`config.mk`:
```
export PLATFORM = sky130hd
export DESIGN_NAME = alu_mc_flat
export DESIGN_NICKNAME = d
export VERILOG_FILES = /design/src/rtl/alu_mc_if.sv /design/src/rtl/alu_mc.sv /design/src/flat_wrapper.sv
export SDC_FILE = /design/constraint.sdc
export NUM_CORES = 1
export LEC_CHECK = 0
export BUFFER_PORTS_ARGS = -buffer_cell sky130_fd_sc_hd__buf_2
export CORE_ASPECT_RATIO = 1.25
export CORE_UTILIZATION = 43
export CTS_BUF_LIST = sky130_fd_sc_hd__clkbuf_16
export DETAILED_ROUTE_END_ITERATION = 16
export PLACE_DENSITY = 0.7
export REMOVE_ABC_BUFFERS = 1
export SLEW_MARGIN = 25
export SYNTH_ARGS = -nofsm -noshare
export SYNTH_HDL_FRONTEND = slang
export SYNTH_SLANG_ARGS = --single-unit
```
`constraint.sdc`:
```
create_clock -name clk_i -period 3.3 [get_ports clk_i]
set_clock_uncertainty 0.1 [all_clocks]
set_input_delay 0.66 -clock clk_i [delete_from_list [all_inputs] [get_ports clk_i]]
set_output_delay 0.66 -clock clk_i [all_outputs]
set_load 0.01 [all_outputs]
```
`src/rtl/alu_mc_if.sv`:
```
// rtl/alu_mc_if.sv - request/response bundle between the EX datapath and alu_mc
interface alu_mc_if #(
  parameter int WIDTH = 32
) ();
  logic             start_i;
  logic [3:0]       ctrl_i;
  logic [WIDTH-1:0] src1_i;
  logic [WIDTH-1:0] src2_i;
  logic [WIDTH-1:0] result_o;
  logic             zero_o;
  logic             valid_o;
  logic             busy_o;

  modport slave (
    input  start_i, ctrl_i, src1_i, src2_i,
    output result_o, zero_o, valid_o, busy_o
  );

  modport master (
    output start_i, ctrl_i, src1_i, src2_i,
    input  result_o, zero_o, valid_o, busy_o
  );
endinterface

```
`src/rtl/alu_mc.sv`:
```
// rtl/alu_mc.sv - multi-cycle ALU with iterative shift-add multiplier
module alu_mc #(
  parameter int WIDTH = 32
) (
  input  logic   clk_i,
  input  logic   rst_i,
  alu_mc_if.slave bus
);

  localparam int CNT_W = (WIDTH > 1) ? $clog2(WIDTH) : 1;
  localparam logic [CNT_W-1:0] LAST_CNT = CNT_W'(WIDTH - 1);

  localparam logic [3:0] OP_AND = 4'd0;
  localparam logic [3:0] OP_OR  = 4'd1;
  localparam logic [3:0] OP_ADD = 4'd2;
  localparam logic [3:0] OP_MUL = 4'd3;
  localparam logic [3:0] OP_SUB = 4'd6;
  localparam logic [3:0] OP_SLT = 4'd7;

  // DONE is the single cycle in which the multiply result is presented;
  // the last MUL edge already loads result/valid so latency is WIDTH+1.
  typedef enum logic [1:0] {
    S_IDLE = 2'd0,
    S_MUL  = 2'd1,
    S_DONE = 2'd2
  } state_t;

  state_t           state_q, state_d;
  logic [WIDTH-1:0] result_q, result_d;
  logic             valid_q, valid_d;
  logic             busy_q, busy_d;
  logic [WIDTH-1:0] mcand_q, mcand_d;
  logic [WIDTH-1:0] mplr_q, mplr_d;
  logic [WIDTH-1:0] acc_q, acc_d;
  logic [CNT_W-1:0] cnt_q, cnt_d;

  logic [WIDTH-1:0] alu_out;
  logic [WIDTH-1:0] acc_step;

  // Single-cycle ops; unused codes deliberately produce zero.
  always_comb begin
    alu_out = '0;
    case (bus.ctrl_i)
      OP_AND:  alu_out = bus.src1_i & bus.src2_i;
      OP_OR:   alu_out = bus.src1_i | bus.src2_i;
      OP_ADD:  alu_out = bus.src1_i + bus.src2_i;
      OP_SUB:  alu_out = bus.src1_i - bus.src2_i;
      OP_SLT:  alu_out = {{(WIDTH-1){1'b0}}, ($signed(bus.src1_i) < $signed(bus.src2_i))};
      default: alu_out = '0;
    endcase
  end

  // One shift-add step: accumulate the shifted multiplicand when the current multiplier bit is set.
  always_comb begin
    acc_step = acc_q;
    if (mplr_q[0]) begin
      acc_step = acc_q + mcand_q;
    end
  end

  // Next-state and datapath updates for the IDLE/MUL/DONE controller.
  always_comb begin
    state_d  = state_q;
    result_d = result_q;
    valid_d  = 1'b0;
    busy_d   = busy_q;
    mcand_d  = mcand_q;
    mplr_d   = mplr_q;
    acc_d    = acc_q;
    cnt_d    = cnt_q;
    case (state_q)
      S_IDLE: begin
        if (bus.start_i) begin
          if (bus.ctrl_i == OP_MUL) begin
            mcand_d = bus.src1_i;
            mplr_d  = bus.src2_i;
            acc_d   = '0;
            cnt_d   = '0;
            busy_d  = 1'b1;
            state_d = S_MUL;
          end else begin
            result_d = alu_out;
            valid_d  = 1'b1;
          end
        end
      end
      S_MUL: begin
        acc_d   = acc_step;
        mcand_d = mcand_q << 1;
        mplr_d  = mplr_q >> 1;
        cnt_d   = cnt_q + 1'b1;
        if (cnt_q == LAST_CNT) begin
          result_d = acc_step;
          valid_d  = 1'b1;
          busy_d   = 1'b0;
          cnt_d    = '0;
          state_d  = S_DONE;
        end
      end
      S_DONE: begin
        state_d = S_IDLE;
      end
      default: begin
        state_d = S_IDLE;
        busy_d  = 1'b0;
      end
    endcase
  end

  // State and datapath registers; reset aborts any multiply in flight.
  always_ff @(posedge clk_i) begin
    if (!rst_i) begin
      state_q  <= S_IDLE;
      result_q <= '0;
      valid_q  <= 1'b0;
      busy_q   <= 1'b0;
      mcand_q  <= '0;
      mplr_q   <= '0;
      acc_q    <= '0;
      cnt_q    <= '0;
    end else begin
      state_q  <= state_d;
      result_q <= result_d;
      valid_q  <= valid_d;
      busy_q   <= busy_d;
      mcand_q  <= mcand_d;
      mplr_q   <= mplr_d;
      acc_q    <= acc_d;
      cnt_q    <= cnt_d;
    end
  end

  assign bus.result_o = result_q;
  assign bus.zero_o   = (result_q == '0);
  assign bus.valid_o  = valid_q;
  assign bus.busy_o   = busy_q;

endmodule

```
`src/flat_wrapper.sv`:
```
// flat-port wrapper written by rule: the top's interface ports become plain ports
module alu_mc_flat 
#(
  parameter int WIDTH = 32
)
  (clk_i, rst_i, bus_start_i, bus_ctrl_i, bus_src1_i, bus_src2_i, bus_result_o, bus_zero_o, bus_valid_o, bus_busy_o);
  alu_mc_if #(.WIDTH(WIDTH)) bus_i ();
  input  logic clk_i;
  input  logic rst_i;
  input wire logic [$bits(bus_i.start_i)-1:0] bus_start_i;
  input wire logic [$bits(bus_i.ctrl_i)-1:0] bus_ctrl_i;
  input wire logic [$bits(bus_i.src1_i)-1:0] bus_src1_i;
  input wire logic [$bits(bus_i.src2_i)-1:0] bus_src2_i;
  output wire logic [$bits(bus_i.result_o)-1:0] bus_result_o;
  output wire logic [$bits(bus_i.zero_o)-1:0] bus_zero_o;
  output wire logic [$bits(bus_i.valid_o)-1:0] bus_valid_o;
  output wire logic [$bits(bus_i.busy_o)-1:0] bus_busy_o;
  assign bus_i.start_i = bus_start_i;
  assign bus_i.ctrl_i = bus_ctrl_i;
  assign bus_i.src1_i = bus_src1_i;
  assign bus_i.src2_i = bus_src2_i;
  assign bus_result_o = bus_i.result_o;
  assign bus_zero_o = bus_i.zero_o;
  assign bus_valid_o = bus_i.valid_o;
  assign bus_busy_o = bus_i.busy_o;
  alu_mc #(.WIDTH(WIDTH)) u_core (.clk_i(clk_i), .rst_i(rst_i), .bus(bus_i));
endmodule
```
==> results.ini <==
[outcome]
status=finished, final reports clean

[setup_path]
r2r_setup_slack_ns=0.08
critPathLaunchType=register
crit_path_end_kind=register
r2r_cells=13
cp.arrival_ns=3.41
critPathKind=reg2reg
r2r_start=u_core.mcand_q[0]
worstPathMaxFanout=3
required_ns=3.49
rr_endpoint=u_core.acc_q[31]
startpoint=u_core.mcand_q[0]

[global_routing]
grt_max_degree=83
grt_pass1_vias=12610
grt_first_pass_wirelength_um=67610
grt_usage=0.3068
grt_overflow=0
antenna_found_initial=0

[logic_synthesis]
synth_top_area_share=0.2287
yosysTopAreaCell=dfxtp_1
synth.most_common_cell=nand2_1
syn_area_per_cell_sq_um=7.358
synthFlopType=dfxtp_1
syn_inst=1630
synth_area_sq_um=11990
synthTopCellsByCount=nand2_1 (231), nor2_1 (171), a21oi_1 (158), dfxtp_1 (137), ha_1 (132)
ys_seq_elements=137
ys_top_cells_by_area=dfxtp_1 (23%), ha_1 (14%), nand2_1 (7.2%)
synth_edf_count=0
seq_area_frac_synth=0.2287
synthArstFlopShare=0
synth_cell_type_count=84
ys_warn_count=0

[placement]
portBuffers=105
dp_cells=2196
place_hpwl_um=32770
gp_congestion=0.9714

[cts]
h-tree-depth=4
clkTransAtPathRegs_ns=0.07
hold_buffers=0
cts_sinks=137
clk_path_buf_depth=2
cts_tree=done
root_buffer=clkbuf_16
clk_latency_ns=0.44
numCtsBuffers=17

[layout]
syn_to_final_growth_pct=28.61
final_cells=2237
fin_util=0.5612
fillers=2592
nets=2080
diodes=0
multi_input_area_sq_um=8969
seqCellArea_sq_um=2755
final_layout_size_suffix_gt1_frac=0.2538

[timing]
hold_ws_ns=0.3746
timing.slew.headroom=0.4336
slew_viol_final=0
hold_violations=0
setup_viol=0
rsz0062_at_grt=true
fin_crit_ns=3.224
fin_crit_sh=0.9769
tightest_slew_ns=0.8496
max_freq_mhz=310.2

[drt]
vias=13300
drt_iter0_markers=1197
ant_nets=0
dr.pass1.iters=5
drc=0
via_per_inst=5.944
finalWirelength_um=43610
avgRoutedWirePerCell_um=19.50

[flow_run]
cap_viol_max_count=0

[power]
vdd_drop_max_mv=0.3660
power_density_nw_per_um2=344.0
p_leak_uw=0.006711

[hold_path]
hold_end=u_core.acc_q[15]
min_path_type=reg2reg
hold_depth=2
hp-start=u_core.acc_q[15]

[die]
die_h_um=188.7
die_area_sq_um=28570
rows=68
die_w_um=151.4
start_util=0.4364
io_pins=106
core_sq_um=27480

through the flow:
step	cell area, sq um	TNS, ns	power, uW	setup slack (ns)
after detailed placement	14300	-8.014	3187	-0.5735
after CTS	14980	0	5233	0.006641
after global routing	15420	-0.1118	5500	-0.06084
after global placement	14300	-6.953	3175	-0.5250
final	15420	0	5306	0.07639
after floorplan	11590	-214.98	2550	-2.507
metal layers:
metal	share of wire	vias to the layer above	GRT usage
met5	0	-	0
li1	-	6370	-
met4	0.040	0	0.1381
met2	0.45	498	0.4851
met1	0.44	6319	0.4108
met3	0.070	109	0.03995
layout make-up:
class	instances	share of cell area
inverters	99	0.02417
repair buffers	328	0.1483
well taps	350	0.02839
clock buffers	17	0.02758
clock inverters	15	0.01144
flip-flops and latches	137	0.1786
multi-input cells	1291	0.5815
cells by family (layout without fill, tap and decap cells):
logic type,count (synthesis),after routing,share of synthesized area
flops,137,137,0.2287
simple gates,541,541,0.1983
compound gates,540,540,0.3077
mux,24,24,0.02087
xor+xnor,51,51,0.03725
buf+inv,202,459,0.06447
fa+ha+maj,135,135,0.1427
worst max-delay path by stage:
stage                     slack [ns]                       to
after floorplan                -2.51          u_core.cnt_q[3]
after global placement         -0.52  u_core.bus.result_o[20]
after detailed placement       -0.57  u_core.bus.result_o[20]
after CTS                      0.007         u_core.acc_q[31]
after global routing           -0.06         u_core.acc_q[31]
final                           0.08         u_core.acc_q[31]
registers in the layout, indices dropped and copies added, names as in the netlist:
signal               cells
u_core.mplr_q           32
u_core.cnt_q             5
u_core.acc_q            32
u_core.bus.result_o     32
u_core.state_q           2
u_core.mcand_q          32
u_core.bus.valid_o       1
u_core.bus.busy_o        1
worst max-delay path, cell delays in order, from the launching register on:
cell,delay [ns]
dfxtp_2,0.34
ha_2,0.19
buf_4,0.14
a211oi_4,0.24
o21bai_4,0.09
o2111a_2,0.31
o2111ai_4,0.26
o211ai_4,0.12
a311o_1,0.46
a2111oi_4,0.34
a311oi_2,0.09
mux2i_1,0.17
buf_4,0.15
a21oi_1,0.06
cell usage in the layout, fill, tap and decap left out, drive strengths merged, types with 14 or more instances in the layout:
cell type,Yosys,layout
dfxtp,137,137
xor2,14,14
mux2i,16,16
a21o,25,25
buf,16,328
ha,132,132
clkbuf,87,17
inv,98,102
a311oi,67,67
o21bai,18,18
xnor2,37,37
nor3,27,27
a211oi,16,16
a221oi,14,14
nand2,231,231
a21oi,158,158
o21ai,107,107
nor2,171,171
a31oi,21,21
nor4,22,22
timing repair:
item,4_1_cts,5_1_grt
pin swaps,6,32
setup buffers,2,7
endpoints found under the setup margin,12,25
hold endpoints to repair,0,0
gates resized for setup,12,82
power breakdown:
group          internal [uW]  switching (uW)  leakage [uW]
Combinational            639             840       0.00530
Sequential              1710            57.5       0.00112
Clock                   1190             862      0.000294
(Power assumes the default switching activity.)
